<file path="src/rtl/fir_pkg.sv">
// ============================================================================
//  fir_pkg : shared widths, defaults and the round/saturate helper for the
//            FIR datapath.
//  Rev 1.0
// ============================================================================
`default_nettype none

package fir_pkg;

    localparam int CW_DEF   = 16;
    localparam int SW_DEF   = 3;
    localparam int TAPS_DEF = 10;
    localparam int OW_DEF   = 16;

    typedef struct packed {
        logic [63:0] val;
        logic        ovf;
    } sat_t;

    function automatic int acc_width(input int cw, input int sw, input int taps);
        return cw + sw + $clog2(taps);
    endfunction

    function automatic int cnt_width(input int taps);
        return $clog2(taps + 1) + 1;
    endfunction

    // Round half up by SHIFT, then clamp into a signed ow-bit range.
    function automatic sat_t sat_round(input logic signed [63:0] v,
                                       input int shift, input int ow);
        sat_t               res;
        logic signed [63:0] r;
        logic signed [63:0] hi;
        logic signed [63:0] lo;
        if (shift > 0)
            r = (v + (64'sd1 <<< (shift - 1))) >>> shift;
        else
            r = v;
        hi = (64'sd1 <<< (ow - 1)) - 64'sd1;
        lo = -(64'sd1 <<< (ow - 1));
        res.ovf = 1'b0;
        res.val = r;
        if (r > hi) begin
            res.val = hi;
            res.ovf = 1'b1;
        end else if (r < lo) begin
            res.val = lo;
            res.ovf = 1'b1;
        end
        return res;
    endfunction

endpackage

`default_nettype wire

</file>
<file path="src/rtl/mac_sat_round.sv">
// ============================================================================
//  mac_sat_round : combinational round-half-up shift and saturation, AW -> OW.
//  Rev 1.0
// ============================================================================
`default_nettype none

module mac_sat_round
    import fir_pkg::*;
#(
    parameter int AW    = 22,
    parameter int OW    = OW_DEF,
    parameter int SHIFT = 0
) (
    input  logic signed [AW-1:0] i_acc,
    output logic        [OW-1:0] o_mac,
    output logic                 o_ovf
);

    logic signed [63:0] w_ext;
    sat_t               w_res;
    logic [63-OW:0]     w_unused_hi;

    assign w_ext       = 64'(i_acc);
    assign w_res       = sat_round(w_ext, SHIFT, OW);
    assign o_mac       = w_res.val[OW-1:0];
    assign o_ovf       = w_res.ovf;
    assign w_unused_hi = w_res.val[63:OW];

endmodule

`default_nettype wire

</file>
<file path="src/rtl/mac_pipe_param.sv">
// ============================================================================
//  mac_pipe_param : three-stage pipelined signed MAC, one frame of taps per
//                   result, with round/saturate output and tap overrun flag.
//  Rev 1.0
// ============================================================================
`default_nettype none

module mac_pipe_param
    import fir_pkg::*;
#(
    parameter int CW    = CW_DEF,
    parameter int SW    = SW_DEF,
    parameter int TAPS  = TAPS_DEF,
    parameter int OW    = OW_DEF,
    parameter int SHIFT = 0
) (
    input  logic          iClk_12M,
    input  logic          iRsn,
    input  logic          iEn,
    input  logic          iValid,
    input  logic          iFirst,
    input  logic          iLast,
    input  logic [CW-1:0] iCoeff,
    input  logic [SW-1:0] iSample,
    output logic [OW-1:0] oMac,
    output logic          oValid,
    output logic          oOvf,
    output logic          oErr
);

    localparam int PW   = CW + SW;
    localparam int AW   = acc_width(CW, SW, TAPS);
    localparam int CNTW = cnt_width(TAPS);

    logic signed [CW-1:0] r_coeff_s1;
    logic signed [SW-1:0] r_sample_s1;
    logic                 r_vld_s1, r_first_s1, r_last_s1;
    logic signed [PW-1:0] r_prod_s2;
    logic                 r_vld_s2, r_first_s2, r_last_s2;
    logic signed [AW-1:0] r_acc;
    logic [CNTW-1:0]      r_cnt;
    logic                 r_err;
    logic [OW-1:0]        r_mac;
    logic                 r_ovf;
    logic                 r_valid;

    logic signed [PW-1:0] w_prod;
    logic signed [AW-1:0] w_prod_ext;
    logic signed [AW-1:0] w_acc_next;
    logic [CNTW-1:0]      w_cnt_next;
    logic                 w_err_hit;
    logic [OW-1:0]        w_sat_mac;
    logic                 w_sat_ovf;

    assign w_prod     = PW'(r_coeff_s1) * PW'(r_sample_s1);
    assign w_prod_ext = AW'(r_prod_s2);
    assign w_acc_next = r_first_s2 ? w_prod_ext : r_acc + w_prod_ext;

    // Tap count saturates at all-ones so a runaway frame cannot wrap it back under TAPS.
    always_comb begin
        w_cnt_next = r_cnt;
        w_err_hit  = 1'b0;
        if (r_first_s2) begin
            w_cnt_next = CNTW'(1);
        end else begin
            if (r_cnt != {CNTW{1'b1}})
                w_cnt_next = r_cnt + CNTW'(1);
            w_err_hit = (r_cnt >= CNTW'(TAPS));
        end
    end

    mac_sat_round #(
        .AW    (AW),
        .OW    (OW),
        .SHIFT (SHIFT)
    ) u_sat (
        .i_acc (w_acc_next),
        .o_mac (w_sat_mac),
        .o_ovf (w_sat_ovf)
    );

    always_ff @(posedge iClk_12M) begin
        if (!iRsn) begin
            r_coeff_s1  <= '0;
            r_sample_s1 <= '0;
            r_vld_s1    <= 1'b0;
            r_first_s1  <= 1'b0;
            r_last_s1   <= 1'b0;
            r_prod_s2   <= '0;
            r_vld_s2    <= 1'b0;
            r_first_s2  <= 1'b0;
            r_last_s2   <= 1'b0;
            r_acc       <= '0;
            r_cnt       <= '0;
            r_err       <= 1'b0;
            r_mac       <= '0;
            r_ovf       <= 1'b0;
            r_valid     <= 1'b0;
        end else if (iEn) begin
            r_coeff_s1  <= iCoeff;
            r_sample_s1 <= iSample;
            r_vld_s1    <= iValid;
            r_first_s1  <= iValid & iFirst;
            r_last_s1   <= iValid & iLast;

            r_prod_s2   <= w_prod;
            r_vld_s2    <= r_vld_s1;
            r_first_s2  <= r_first_s1;
            r_last_s2   <= r_last_s1;

            r_valid     <= r_vld_s2 & r_last_s2;
            if (r_vld_s2) begin
                r_acc <= w_acc_next;
                r_cnt <= r_last_s2 ? '0 : w_cnt_next;
                if (w_err_hit)
                    r_err <= 1'b1;
                if (r_last_s2) begin
                    r_mac <= w_sat_mac;
                    r_ovf <= w_sat_ovf;
                end
            end
        end
    end

    // The strobe is held while frozen but never shown during a disabled cycle.
    assign oValid = r_valid & iEn;
    assign oMac   = r_mac;
    assign oOvf   = r_ovf;
    assign oErr   = r_err;

endmodule

`default_nettype wire

</file>
<file path="config.mk">
export PLATFORM = sky130hd
export DESIGN_NAME = mac_pipe_param
export DESIGN_NICKNAME = d
export VERILOG_FILES = /design/src/rtl/fir_pkg.sv /design/src/rtl/mac_sat_round.sv /design/src/rtl/mac_pipe_param.sv
export SDC_FILE = /design/constraint.sdc
export NUM_CORES = 1
export LEC_CHECK = 0
export ABC_AREA = 1
export BUFFER_PORTS_ARGS = -buffer_cell sky130_fd_sc_hd__buf_2
export CORE_MARGIN = 8
export CORE_UTILIZATION = 24
export DETAILED_ROUTE_END_ITERATION = 10
export SETUP_SLACK_MARGIN = 0.2
export SYNTH_ARGS = -nofsm -noshare
export SYNTH_HDL_FRONTEND = slang
export SYNTH_SLANG_ARGS = --single-unit
</file>
<file path="constraint.sdc">
create_clock -name iClk_12M -period 10.2 [get_ports iClk_12M]
set_input_delay 1.02 -clock iClk_12M [delete_from_list [all_inputs] [get_ports iClk_12M]]
set_output_delay 1.02 -clock iClk_12M [all_outputs]
set_load 0.005 [all_outputs]
</file>
Yosys cells after proc, flatten, opt, wreduce, memory -nomap -nowiden
Index checks and enable logic that the tools add are counted.
{ "word_totals": {"regBits": 91, "romBits": 0, "mem_count": 0, "input_bits": 25, "latchBits": 0, "out_inout_bits": 19, "ram_bits": 0} }
{ "op_classes": {"n_mux": 7, "bitwise": 4, "mul": 1, "order_cmp": 3, "div_mod_pow": 0, "n_addsub": 2, "reduce_logical": 5, "shifts": 0, "n_eq_ne": 1} }
{ "op_table": {"columns": ["op", "count"], "rows": [
  ["17-bit 2-to-1 mux", 2],
  ["23-bit by 19-bit adder with 23-bit output", 1],
  ["23-bit by 16-bit greater-than comparator with 1-bit output, second input constant", 1],
  ["23-bit by 16-bit less-than comparator with 1-bit output, second input constant", 1],
  ["23-bit 2-to-1 mux", 1],
  ["16-bit by 3-bit multiplier with 19-bit output", 1],
  ["5-bit 2-to-1 mux", 3],
  ["3-bit AND reduction", 3],
  ["5-bit by 1-bit adder with 5-bit output, second input constant", 1],
  ["5-bit by 4-bit greater-or-equal comparator with 1-bit output, second input constant", 1],
  ["5-bit inequality test, second input constant", 1],
  ["1-bit bitwise AND", 4],
  ["3-bit nonzero test", 1],
  ["2-bit AND reduction", 1],
  ["1-bit 2-to-1 mux", 1]
]} }

Longest topological paths before layout
{ "depth": {"depth_word": 5, "ltp_mapped": 22, "ltp_nobuf": 21} }

Hierarchy
Synthesis repeated with hierarchy kept, for this count alone.
{ "hier_totals": {"hier_cells": 1133, "hier_area_um2": 7199.4} }
{ "modules_own_cells": {"columns": ["module", "cells_per_inst", "n_inst", "seq_area_each_um2", "area_each_um2"], "rows": [
  ["mac_pipe_param", 1085, 1, 1821.7, 6979.2],
  ["mac_sat_round", 48, 1, 0.0, 220.2]
]} }

Worst setup path after synthesis
No wires, ideal clock.
{ "synth_timing": {"path_kind": "reg2reg", "startpoint": "reg r_sample_s1[0]", "endpoint": "reg r_prod_s2[15]", "arrival_ns": 3.543, "path_buffers": 2, "period_less_slack_ns": 3.652, "setup_ns": 0.109, "path_stages_with_launch": 23, "setup_slack_ns": 6.548, "path_cell_list": "dfxtp_1 -> clkbuf_1 -> clkbuf_1 -> nand2_1 -> fa_1 -> inv_1 -> fa_1 -> ha_1 -> fa_1 -> nand3_1 -> nand2_1 -> a21oi_1 -> inv_1 -> nand2_1 -> nand2_1 -> a21oi_1 -> o21ai_0 -> nand3_1 -> nand2_1 -> nand2_1 -> nand3_1 -> nand2_1 -> inv_1"} }
{ "synth_via": {"elab_chain_len": 1} }
{ "synth_rtl": {"columns": ["element", "line", "rtl"], "rows": [
  ["start, declared", "mac_pipe_param.sv:36", "logic signed [SW-1:0] r_sample_s1;"],
  ["start signal, assigned", "mac_pipe_param.sv:101", "r_sample_s1 <= iSample;"],
  ["16-bit by 3-bit multiplier with 19-bit output", "mac_pipe_param.sv:55", "assign w_prod = PW'(r_coeff_s1) * PW'(r_sample_s1);"],
  ["end signal, assigned", "mac_pipe_param.sv:106", "r_prod_s2 <= w_prod;"],
  ["end, declared", "mac_pipe_param.sv:38", "logic signed [PW-1:0] r_prod_s2;"]
]} }
No other way between the ends.
A chain may end at the register's enable or synchronous reset.

Final worst setup path
{ "layout_timing": {"startpoint": "reg r_sample_s1[2]", "endpoint": "reg r_prod_s2[15]"} }
Same word-level chain as after synthesis.

==> out/results.txt <==
Cell variety after synth -> 38
flip-flop and latch count after synthesis -> 91
Max-Cap Viols -> 0
clk root buf -> clkbuf_16
number of H-tree levels -> 3
most frequent cells in the layout -> nand2_1, nor2_1, inv_1
TritonCTS clock tree -> done
final hold violations -> 0
WP buf/inv -> 4
Post-synth EDFFs -> 0
Worst-path clk slew -> 0.07 ns
DR vias -> 6133
fillers -> 3080
Die H -> 183 µm
CP peak stage delay -> 0.53 ns
startpoint types -> flip-flop
crit path capture type -> flip-flop
largest net degree at the start of global routing -> 70
Hold Crit Class -> flip-flop to flip-flop
die area -> 0.0336 mm²
nets@finish -> 1132
initial antenna violation count -> 0
Post-Syn Area -> 0.00672 mm²
worst hold path depth -> 2
Layout area overhead -> 13.2%
Worst R2R Path Depth -> 21
global-route wire length before repair -> 28.0 mm
fin. max-slew vios -> 0
syn_nets -> 1110
Crit Path Category -> flip-flop to flip-flop
Placer Congestion -> 0.882
Async SR Flop Fraction -> 0
HP Start -> r_vld_s1
post-synthesis area per instance -> 6.65 µm²
fin crit period -> 3.89 ns
reg2reg start -> r_sample_s1[2]
FF-to-FF End -> r_prod_s2[15]
antenna cells -> 0
final core occ -> 0.274
Power Density -> 128 mW/mm²
Ports -> 44
hold endpoint -> r_vld_s1
status -> complete, no violations
row count -> 61
post-DP HPWL -> 12.5 mm
area leader, netlist -> dfxtp_1
Remaining Overflow, GRT -> 0
r2r setup slk -> 6.31 ns
worst vdd ir -> 0.0000750 V
DR pass1 iterations -> 5
crit share post-route -> 0.382
Inst Count DP -> 1399
Max-slew headroom -> 0.313
top cells by area, synth -> dfxtp_1, nand2_1, ha_1
number of setup violations in the final report -> 0
number of port buffers -> 43
Post-CTS Setup Bufs -> 0
vias per cell -> 4.33
layout cell share with drive strength beyond 1 -> 0.0984
CTS Hold Bufs -> 0
core area -> 0.0277 mm²
Synth top area share -> 0.271
Yosys Warn Count -> 0
commonest non-fill, non-tap cell in the layout -> nand2_1
Cell Chain, Critical Path -> inv_1 > or2_2 > fa_1 > inv_1 > fa_1 > ha_1 > fa_1 > nand3_1 > nand2_1 > a21oi_1 > inv_1 > nand2_1 > nand2_1 > a21oi_1 > o21ai_0 > nand3_1 > nand2_1 > nand2_1 > nand3_1 > nand2_1 > inv_1
Highest Clock Rate -> 257 MHz
Setup TNS -> 0 ns
CTS buffer count -> 9
per-cell routed wire length -> 11.7 µm
worst-margin pin slew -> 1.03 ns
number of global-route vias before repair -> 5911
Worst path top cell family by delay -> adder cells
DR iter-0 viols -> 445
GR Util All Layers -> 0.0999
Die W -> 183 µm
clk_skew -> 0.0106 ns
Clock Latency Late Sink -> 0.36 ns
Hold WS -> 0.465 ns
Synth Flop Type -> dfxtp_1
initial core utilization -> 0.242
crit-path most repeated cell -> nand2_1
register area share after synthesis -> 0.271
worst-case clock buffer depth -> 2
Worst path slowest cell -> fa_1
worst-path maximum fanout -> 17
RSZ-0062 raised after global routing -> false
cts repair resizes -> 0
drc violations -> 0
antenna-violating nets left -> 0
Pleak -> 3.96 nW
final cell count without fillers -> 1415
Sink Count -> 91
final wirelength -> 16.5 mm
CP required -> 10.46 ns
Mapped Cells -> 1010
Crit path arrival time -> 4.15 ns
[cell families (layout without fill, tap and decap cells)]
family,Yosys count,count (layout),synth area share
DFF,91,91,0.271
muxes,1,1,0.00149
adders and majority gates,75,75,0.160
buffers and inverters,179,206,0.108
xor gates and xnor gates,17,17,0.0222
and+or+nand+nor,443,443,0.275
AOI/OAI and AO/OA,204,204,0.162
[metal layers]
metal  up-vias  GRT usage  wire length [µm]
li1       3280          -                 -
met1      2769      0.126              8060
met2        70      0.170              7710
met3        14     0.0212               498
met4         0     0.0260               253
met5         -          0                 0
[worst max path at each step]
stage / slack [ns] / to / startpoint / cells after the start
after floorplan: 6.55 / r_prod_s2[15] / r_sample_s1[0] / 22
after global placement: 6.32 / r_prod_s2[15] / r_sample_s1[2] / 21
after detailed placement: 6.28 / r_prod_s2[15] / r_sample_s1[2] / 21
after CTS: 6.27 / r_prod_s2[15] / r_sample_s1[2] / 21
after global routing: 5.95 / r_prod_s2[15] / r_sample_s1[2] / 21
final: 6.31 / r_prod_s2[15] / r_sample_s1[2] / 21
[metrics by stage]
step	worst slack, ns	total power [mW]	area, µm²
2_1_floorplan	6.55	0.537	6720
3_3_place_gp	6.32	0.583	7250
3_5_place_dp	6.28	0.584	7250
4_1_cts	6.27	0.986	7600
5_1_grt	5.95	1.03	7600
6_report	6.31	0.973	7600
[synth_stat cells, types with 2 or more instances]
| cell type | number |
|---|---|
| o211ai_1 | 8 |
| inv_2 | 3 |
| o21bai_1 | 2 |
| nand2_2 | 7 |
| nand4_1 | 7 |
| buf_6 | 5 |
| or2_2 | 19 |
| inv_1 | 137 |
| xor2_1 | 11 |
| nor3_1 | 6 |
| clkbuf_1 | 31 |
| ha_1 | 57 |
| nand2_4 | 2 |
| o31ai_1 | 4 |
| a31oi_1 | 3 |
| fa_1 | 18 |
| nand3b_1 | 2 |
| nand2_1 | 214 |
| o21ai_0 | 100 |
| nand3_1 | 43 |
| nor2_1 | 138 |
| o22ai_1 | 2 |
| nor3_2 | 2 |
| xnor2_1 | 6 |
| nor2_2 | 3 |
| dfxtp_1 | 91 |
| a21oi_1 | 78 |
[registers in the layout, indices dropped and copies added, names as in the netlist]
| register | count |
|---|---|
| r_prod_s2 | 19 |
| r_first_s1 | 1 |
| r_cnt | 5 |
| r_first_s2 | 1 |
| r_last_s1 | 1 |
| oErr | 1 |
| r_sample_s1 | 3 |
| r_vld_s2 | 1 |
| r_last_s2 | 1 |
| r_vld_s1 | 1 |
| oOvf | 1 |
| r_coeff_s1 | 16 |
| r_acc | 23 |
| oMac | 16 |
| r_valid | 1 |
[layout make-up]
type                            instances  area [µm²]  area share
Multi-Input combinational cell        740        4170       0.548
Clock inverter                          7         123      0.0161
Inverter                              141         529      0.0696
Clock buffer                            9         225      0.0296
Tap cell                              378         473      0.0622
Timing Repair Buffer                   49         260      0.0342
Sequential cell                        91        1820       0.240
[worst register-to-register path, stage by stage (launching register included)]
cell and delay, ns:
dfxtp_1 0.35, inv_1 0.17, or2_2 0.34, fa_1 0.53, inv_1 0.05, fa_1 0.39
ha_1 0.22, fa_1 0.41, nand3_1 0.10, nand2_1 0.09, a21oi_1 0.22, inv_1 0.09
nand2_1 0.06, nand2_1 0.05, a21oi_1 0.18, o21ai_0 0.15, nand3_1 0.11, nand2_1 0.05
nand2_1 0.06, nand3_1 0.06, nand2_1 0.08, inv_1 0.04
[power breakdown]
group          leakage, nW  switching [mW]  internal [mW]
combinational         3.05           0.117         0.0675
sequential           0.746          0.0188          0.374
clock                0.163           0.155          0.241
Power figures use the tool's default switching activity.
